### config.mk
export PLATFORM = sky130hd
export DESIGN_NAME = proj_read_scheduler_flat
export DESIGN_NICKNAME = d
export VERILOG_FILES = /design/src/rtl/proj_read_scheduler_if.sv /design/src/rtl/proj_read_scheduler.sv /design/src/flat_wrapper.sv
export SDC_FILE = /design/constraint.sdc
export NUM_CORES = 1
export LEC_CHECK = 0
export CAP_MARGIN = 20
export CELL_PAD_IN_SITES_DETAIL_PLACEMENT = 1
export CELL_PAD_IN_SITES_GLOBAL_PLACEMENT = 2
export CORE_ASPECT_RATIO = 1.1
export CORE_UTILIZATION = 35
export CTS_CLUSTER_DIAMETER = 100
export CTS_CLUSTER_SIZE = 30
export DETAILED_ROUTE_END_ITERATION = 7
export GPL_TIMING_DRIVEN = 0
export HOLD_SLACK_MARGIN = 0.15
export MAX_ROUTING_LAYER = met4
export PLACE_DENSITY = 0.84
export SLEW_MARGIN = 20
export SYNTH_ARGS = -nofsm -noshare
export SYNTH_HDL_FRONTEND = slang
export SYNTH_SLANG_ARGS = --single-unit
### constraint.sdc
create_clock -name clk -period 5.15 [get_ports clk]
set_clock_uncertainty 0.1 [all_clocks]
set_input_delay 1.03 -clock clk [delete_from_list [all_inputs] [get_ports clk]]
set_output_delay 1.03 -clock clk [all_outputs]
set_load 0.03 [all_outputs]
### src/rtl/proj_read_scheduler_if.sv
// Bundle between proj_read_scheduler and its environment: BX control, source fill levels,
// per-source read addresses and the tagged memory-data qualifiers.
interface proj_read_scheduler_if;
    logic       start;
    logic [2:0] BX;
    logic [5:0] number_in_proj1in;
    logic [5:0] number_in_proj2in;
    logic [5:0] number_in_proj3in;
    logic [5:0] read_add_proj1in;
    logic [5:0] read_add_proj2in;
    logic [5:0] read_add_proj3in;
    logic [1:0] sel;
    logic [5:0] index;
    logic       valid_data;
    logic [2:0] bx_out;
    logic       done;
    logic [2:0] done_bx;
    logic       busy;
    logic       overflow;

    modport master (
        output start, BX, number_in_proj1in, number_in_proj2in, number_in_proj3in,
        input  read_add_proj1in, read_add_proj2in, read_add_proj3in,
        input  sel, index, valid_data, bx_out, done, done_bx, busy, overflow
    );

    modport slave (
        input  start, BX, number_in_proj1in, number_in_proj2in, number_in_proj3in,
        output read_add_proj1in, read_add_proj2in, read_add_proj3in,
        output sel, index, valid_data, bx_out, done, done_bx, busy, overflow
    );
endinterface

### src/rtl/proj_read_scheduler.sv
// Round-robin read scheduler over three projection memories: issues at most one read per
// cycle per BX, tags returning data with its BX and reports drain completion of the prior BX.
module proj_read_scheduler #(
    parameter logic [6:0] MAX_READS   = 7'd100,
    parameter int         MEM_LATENCY = 2
) (
    input logic                  clk,
    input logic                  reset,
    proj_read_scheduler_if.slave bus
);
    localparam int LAST = MEM_LATENCY - 1;

    typedef enum logic [1:0] {IDLE = 2'd0, RUN = 2'd1, STALL = 2'd2} state_t;

    state_t     r_state, w_state_next;

    logic [5:0] w_num  [3];
    logic [5:0] w_base [3];
    logic [2:0] w_pend;
    logic [1:0] w_order [3];
    logic       w_exhaust, w_active, w_grant_v;
    logic [1:0] w_grant_src;
    logic [5:0] w_grant_addr;
    logic [2:0] w_tag;

    logic [5:0] r_cnt  [3];
    logic [5:0] r_radd [3];
    logic [6:0] r_issued;
    logic [1:0] r_last;
    logic [2:0] r_bx;
    logic       r_overflow, r_seen;

    logic       r_iss_v;
    logic [1:0] r_iss_sel;
    logic [5:0] r_iss_idx;
    logic [2:0] r_iss_bx;

    logic       r_pv   [MEM_LATENCY];
    logic [1:0] r_psel [MEM_LATENCY];
    logic [5:0] r_pidx [MEM_LATENCY];
    logic [2:0] r_pbx  [MEM_LATENCY];
    logic       r_dv   [MEM_LATENCY];
    logic [2:0] r_dbx  [MEM_LATENCY];

    logic [1:0] r_hold_sel;
    logic [5:0] r_hold_idx;
    logic [2:0] r_hold_bx, r_hold_dbx;

    function automatic logic [1:0] rr_next(input logic [1:0] s);
        return (s == 2'd2) ? 2'd0 : s + 2'd1;
    endfunction

    assign w_num[0] = bus.number_in_proj1in;
    assign w_num[1] = bus.number_in_proj2in;
    assign w_num[2] = bus.number_in_proj3in;

    // On a start cycle the counters are treated as already cleared, so the first read of the new BX
    // is issued in that same cycle.
    generate
        for (genvar gi = 0; gi < 3; gi++) begin : g_pend
            assign w_base[gi] = bus.start ? 6'd0 : r_cnt[gi];
            assign w_pend[gi] = w_base[gi] < w_num[gi];
        end
    endgenerate

    assign w_exhaust = (r_state == RUN) && (r_issued >= MAX_READS);
    assign w_active  = bus.start || ((r_state == RUN) && !w_exhaust);
    assign w_tag     = bus.start ? bus.BX : r_bx;

    always_comb begin : arbiter
        w_order[0]   = rr_next(r_last);
        w_order[1]   = rr_next(w_order[0]);
        w_order[2]   = r_last;
        w_grant_v    = 1'b0;
        w_grant_src  = 2'd0;
        w_grant_addr = 6'd0;
        for (int j = 2; j >= 0; j--) begin
            if (w_active && w_pend[w_order[j]]) begin
                w_grant_v    = 1'b1;
                w_grant_src  = w_order[j];
                w_grant_addr = w_base[w_order[j]];
            end
        end
    end

    always_comb begin : fsm_next
        w_state_next = r_state;
        if (bus.start) begin
            w_state_next = RUN;
        end else begin
            case (r_state)
                RUN:         if (w_exhaust) w_state_next = STALL;
                IDLE, STALL: w_state_next = r_state;
                default:     w_state_next = IDLE;
            endcase
        end
    end

    always_ff @(posedge clk) begin : control
        if (!reset) begin
            r_state    <= IDLE;
            r_last     <= 2'd2;
            r_issued   <= 7'd0;
            r_bx       <= 3'd0;
            r_overflow <= 1'b0;
            r_seen     <= 1'b0;
            for (int k = 0; k < 3; k++) begin
                r_cnt[k]  <= 6'd0;
                r_radd[k] <= 6'd0;
            end
            r_iss_v   <= 1'b0;
            r_iss_sel <= 2'd0;
            r_iss_idx <= 6'd0;
            r_iss_bx  <= 3'd0;
        end else begin
            r_state <= w_state_next;
            if (bus.start) begin
                r_bx       <= bus.BX;
                r_overflow <= 1'b0;
                r_seen     <= 1'b1;
            end else if (w_exhaust) begin
                r_overflow <= 1'b1;
            end
            for (int k = 0; k < 3; k++) begin
                if (w_grant_v && (w_grant_src == 2'(k))) begin
                    r_cnt[k]  <= w_base[k] + 6'd1;
                    r_radd[k] <= w_base[k];
                end else if (bus.start) begin
                    r_cnt[k] <= 6'd0;
                end
            end
            r_issued <= (bus.start ? 7'd0 : r_issued) + {6'd0, w_grant_v};
            if (w_grant_v) r_last <= w_grant_src;
            r_iss_v   <= w_grant_v;
            r_iss_sel <= w_grant_src;
            r_iss_idx <= w_grant_addr;
            r_iss_bx  <= w_tag;
        end
    end

    // Issue record trails the registered address by MEM_LATENCY cycles; done trails start the same way.
    always_ff @(posedge clk) begin : pipes
        if (!reset) begin
            for (int i = 0; i < MEM_LATENCY; i++) begin
                r_pv[i]   <= 1'b0;
                r_psel[i] <= 2'd0;
                r_pidx[i] <= 6'd0;
                r_pbx[i]  <= 3'd0;
                r_dv[i]   <= 1'b0;
                r_dbx[i]  <= 3'd0;
            end
            r_hold_sel <= 2'd0;
            r_hold_idx <= 6'd0;
            r_hold_bx  <= 3'd0;
            r_hold_dbx <= 3'd0;
        end else begin
            r_pv[0]   <= r_iss_v;
            r_psel[0] <= r_iss_sel;
            r_pidx[0] <= r_iss_idx;
            r_pbx[0]  <= r_iss_bx;
            r_dv[0]   <= bus.start && r_seen;
            r_dbx[0]  <= r_bx;
            for (int i = 1; i < MEM_LATENCY; i++) begin
                r_pv[i]   <= r_pv[i-1];
                r_psel[i] <= r_psel[i-1];
                r_pidx[i] <= r_pidx[i-1];
                r_pbx[i]  <= r_pbx[i-1];
                r_dv[i]   <= r_dv[i-1];
                r_dbx[i]  <= r_dbx[i-1];
            end
            if (r_pv[LAST]) begin
                r_hold_sel <= r_psel[LAST];
                r_hold_idx <= r_pidx[LAST];
                r_hold_bx  <= r_pbx[LAST];
            end
            if (r_dv[LAST]) r_hold_dbx <= r_dbx[LAST];
        end
    end

    assign bus.read_add_proj1in = r_radd[0];
    assign bus.read_add_proj2in = r_radd[1];
    assign bus.read_add_proj3in = r_radd[2];
    assign bus.valid_data       = r_pv[LAST];
    assign bus.sel              = r_pv[LAST] ? r_psel[LAST] : r_hold_sel;
    assign bus.index            = r_pv[LAST] ? r_pidx[LAST] : r_hold_idx;
    assign bus.bx_out           = r_pv[LAST] ? r_pbx[LAST]  : r_hold_bx;
    assign bus.done             = r_dv[LAST];
    assign bus.done_bx          = r_dv[LAST] ? r_dbx[LAST]  : r_hold_dbx;
    assign bus.busy             = (r_state == RUN);
    assign bus.overflow         = r_overflow;
endmodule

### src/flat_wrapper.sv
// flat-port wrapper written by rule: the top's interface ports become plain ports
module proj_read_scheduler_flat 
#(
    parameter logic [6:0] MAX_READS   = 7'd100,
    parameter int         MEM_LATENCY = 2
)
  (clk, reset, bus_start, bus_BX, bus_number_in_proj1in, bus_number_in_proj2in, bus_number_in_proj3in, bus_read_add_proj1in, bus_read_add_proj2in, bus_read_add_proj3in, bus_sel, bus_index, bus_valid_data, bus_bx_out, bus_done, bus_done_bx, bus_busy, bus_overflow);
  proj_read_scheduler_if bus_i ();
  input logic clk;
  input logic reset;
  input wire logic [$bits(bus_i.start)-1:0] bus_start;
  input wire logic [$bits(bus_i.BX)-1:0] bus_BX;
  input wire logic [$bits(bus_i.number_in_proj1in)-1:0] bus_number_in_proj1in;
  input wire logic [$bits(bus_i.number_in_proj2in)-1:0] bus_number_in_proj2in;
  input wire logic [$bits(bus_i.number_in_proj3in)-1:0] bus_number_in_proj3in;
  output wire logic [$bits(bus_i.read_add_proj1in)-1:0] bus_read_add_proj1in;
  output wire logic [$bits(bus_i.read_add_proj2in)-1:0] bus_read_add_proj2in;
  output wire logic [$bits(bus_i.read_add_proj3in)-1:0] bus_read_add_proj3in;
  output wire logic [$bits(bus_i.sel)-1:0] bus_sel;
  output wire logic [$bits(bus_i.index)-1:0] bus_index;
  output wire logic [$bits(bus_i.valid_data)-1:0] bus_valid_data;
  output wire logic [$bits(bus_i.bx_out)-1:0] bus_bx_out;
  output wire logic [$bits(bus_i.done)-1:0] bus_done;
  output wire logic [$bits(bus_i.done_bx)-1:0] bus_done_bx;
  output wire logic [$bits(bus_i.busy)-1:0] bus_busy;
  output wire logic [$bits(bus_i.overflow)-1:0] bus_overflow;
  assign bus_i.start = bus_start;
  assign bus_i.BX = bus_BX;
  assign bus_i.number_in_proj1in = bus_number_in_proj1in;
  assign bus_i.number_in_proj2in = bus_number_in_proj2in;
  assign bus_i.number_in_proj3in = bus_number_in_proj3in;
  assign bus_read_add_proj1in = bus_i.read_add_proj1in;
  assign bus_read_add_proj2in = bus_i.read_add_proj2in;
  assign bus_read_add_proj3in = bus_i.read_add_proj3in;
  assign bus_sel = bus_i.sel;
  assign bus_index = bus_i.index;
  assign bus_valid_data = bus_i.valid_data;
  assign bus_bx_out = bus_i.bx_out;
  assign bus_done = bus_i.done;
  assign bus_done_bx = bus_i.done_bx;
  assign bus_busy = bus_i.busy;
  assign bus_overflow = bus_i.overflow;
  proj_read_scheduler #(.MAX_READS(MAX_READS), .MEM_LATENCY(MEM_LATENCY)) u_core (.clk(clk), .reset(reset), .bus(bus_i));
endmodule
==> metrics <==
Top FF cell, synth dfxtp_1; minimum clock period about 4.7 ns; slowest cell delay on critical path ~0.6 ns; Syn Nets 570; CTS tree built; I/O pins 60; maximum vdd drop roughly 0.17 mV; Required @ worst endpoint 5.28 ns; final std cells w/o fill 794; first-pass GRT wire length around 24000 um; Post-Syn Area per Cell between 9 and 10 um2; Crit. End Element register; Cell Chain, Critical Path clkdlybuf4s50_1 > buf_6 > clkbuf_2 > nand2b_1 > inv_1 > ha_1 > o21ai_0 > a31oi_1 > o311ai_4 > a211oi_1 > a21o_1 > inv_1 > ha_1 > ha_1 > nand3_1 > xor2_1 > nor2_1; Nets 639; # diodes 0; fin. max-slew vios 0; Post-synth top cells dfxtp_1 (71), nor2_1 (56), and2_1 (43); number of setup violations in the final report 0; Synth Register Bits 101; dpl cells a little under 800; worst r2r src u_core.r_cnt[2][1]; GR Overflow Total 0; post-synth cell types slightly above 60; CP max-delay cell clkdlybuf4s50_1; R2R Path End u_core.r_issued[4]; Root Driver clkbuf_16; Startpoint Class input pin; Least-Margin Pin Slew about 0.76 ns; Fin. Hold Viols 0; largest net degree at the start of global routing 21; Levels on crit path 17; Worst Path Class, Setup input pin to register; area grow syn2layout 22.6%; PD cells ~300 nW/um2; Worst EP arrival between 4 and 5 ns; f_max approximately 210 MHz; Worst Setup EP u_core.r_issued[4]; synthesized instance count ~530; Die X about 120 um; remaining antenna violation count 0; Max Cap Viol 0; leakage between 2 and 3 nW; post-synthesis sequential area ratio between 40 and 50%; largest cells by area after synthesis dfxtp_1 (28%), edfxtp_1 (18%), and2_1 (5.3%), nor2_1 (4.1%), ha_1 (3.4%); area leader, netlist dfxtp_1; total track usage 22.4%; EDFF count, synth 30; DR vias/cell ~5.3; Die Span Y roughly 130 um; vias in the first global route about 4300; CTS H-Tree Depth 3; Sink Count just over 100; r2r worst-path depth 14; Min Hold Slack around 0.32 ns; Initial Util between 30% and 40%; YS warnings 0; DP HPWL between 10000 and 15000 um; vias 4180; area of the core 14000 um2; HP Class register to register; area post-placement approximately 5900 um2; std cell rows between 40 and 50; status completed; CP startpoint bus_start; Detailed Routing Iterations Pass 1 4; worst relative slew slack about half; drt total wl roughly 15000 um; r2r setup slk 1.80 ns; Initial DRC Count 224; final core utilization roughly 45%; Clk Latency, worst-skew pair roughly 0.36 ns; clock transition at the registers of the reported paths ~0.08 ns; share of layout cells above drive strength 1 about a tenth; drt wl/cell about 19 um; IO buf count 59; CP top delay family buffers and inverters; maximum clock insertion buffer count 2; Worst Path Max Fanout 19; design area about 6200 um2; mapped cell area 5080 um2; Die Footprint roughly 15000 um2; # hold bufs at CTS 0; RSZ-0062 raised after global routing false; Final period util about nine tenths; Post-synth ARST share 0%; Overall Power 1.87 mW; GP Congestion just over 0.9; number of remaining DRC errors 0; critical path's most frequent cell ha_1; clock buffer count from CTS 9; CP Buf/Inv Count 5; initial antenna violation count 0; Yosys top cell area share 28.0%; most numerous cell in the Yosys netlist dfxtp_1
[worst min-delay path by stage]
stage,startpoint,to,cells after the start
finish,u_core.r_iss_idx[1],u_core.r_pidx[0][1],1
global route,u_core.r_iss_idx[1],u_core.r_pidx[0][1],1
CTS,u_core.r_iss_idx[1],u_core.r_pidx[0][1],1
detailed placement,u_core.r_iss_idx[1],u_core.r_pidx[0][1],1
global placement,u_core.r_pidx[0][2],u_core.r_pidx[0][8],1
floorplan,u_core.r_dbx[0][0],u_core.r_dbx[0][3],1
[where the power goes]
group	switching (mW)	total [mW]	internal (mW)
logic	0.186	0.294	0.108
registers	0.0199	0.880	0.860
clock network	0.346	0.693	0.347
[timing repair]
| action | in CTS | in global routing |
|---|---|---|
| resized for setup | 3 | 2 |
| setup buffers | 0 | 0 |
| endpoints found under the setup margin | 39 | 40 |
[final cells by class]
type	count	area [um2]
Tap cell	188	235
Sequential cell	101	2320
Fill cell	1690	7740
Buffer	28	120
Clock buffer	9	225
Timing Repair Buffer	59	591
Inverter	35	131
Clock inverter	7	75.1
Multi-Input combinational cell	367	2520
[routing by layer]
layer	global-route usage, %	vias up	wire [um]
li1	-	1997	-
met1	27.5	2081	6800
met2	37.5	90	7630
met3	3.59	12	547
met4	6.78	0	188
met5	-	-	0
[state kept, by name, indices dropped and copies added (netlist names)]
name	count
u_core.r_hold_dbx	3
u_core.r_radd	18
u_core.r_iss_sel	2
u_core.r_psel	4
u_core.r_iss_v	1
u_core.r_hold_sel	2
u_core.bus.overflow	1
u_core.r_pidx	12
u_core.r_hold_bx	3
u_core.r_seen	1
u_core.r_pv	2
u_core.r_hold_idx	6
u_core.r_iss_idx	6
u_core.r_dbx	5
u_core.r_issued	7
u_core.r_cnt	18
u_core.r_last	2
u_core.r_pbx	1
u_core.r_state	2
u_core.r_dv	2
u_core.r_bx	3
[worst reg2reg max path: stages (launching register included)]
cell and delay (ns):
dfxtp_1 0.42, nand2b_1 0.14, inv_1 0.22, ha_1 0.27, o21ai_0 0.15, a31oi_1 0.09
o311ai_2 0.50, o211ai_1 0.21, a21o_1 0.27, inv_1 0.09, ha_1 0.20, ha_1 0.24
nand3_1 0.12, xor2_1 0.15, nor2_1 0.06
[metrics by stage]
step	setup TNS, ns	setup WS, ns
global placement	-17.72	-0.492
global route	0	0.156
floorplan	0	1.06
CTS	0	0.0300
detailed placement	-27.64	-0.637
finish	0	0.437
[cell families (layout without fill, tap and decap cells)]
logic type	after synthesis	count (layout)	share of synthesized area, %
flip-flops	101	101	45.7
AND/OR/NAND/NOR	198	198	20.7
AO/OA/AOI/OAI	109	109	16.0
XOR/XNOR	16	16	2.76
multiplexers	29	29	6.09
buffers and inverters	64	138	5.00
adder cells (fa/ha/maj)	15	15	3.67
[layout by cell type, fill, tap and decap left out, types with 19 or more instances in the layout]
master,count
inv_1,35
nand2_1,26
clkbuf_1,19
clkdlybuf4s50_1,59
dfxtp_1,71
a21oi_1,29
edfxtp_1,30
and2_1,43
nor2_1,56
o21ai_0,20
Power figures use the tool's default switching activity.
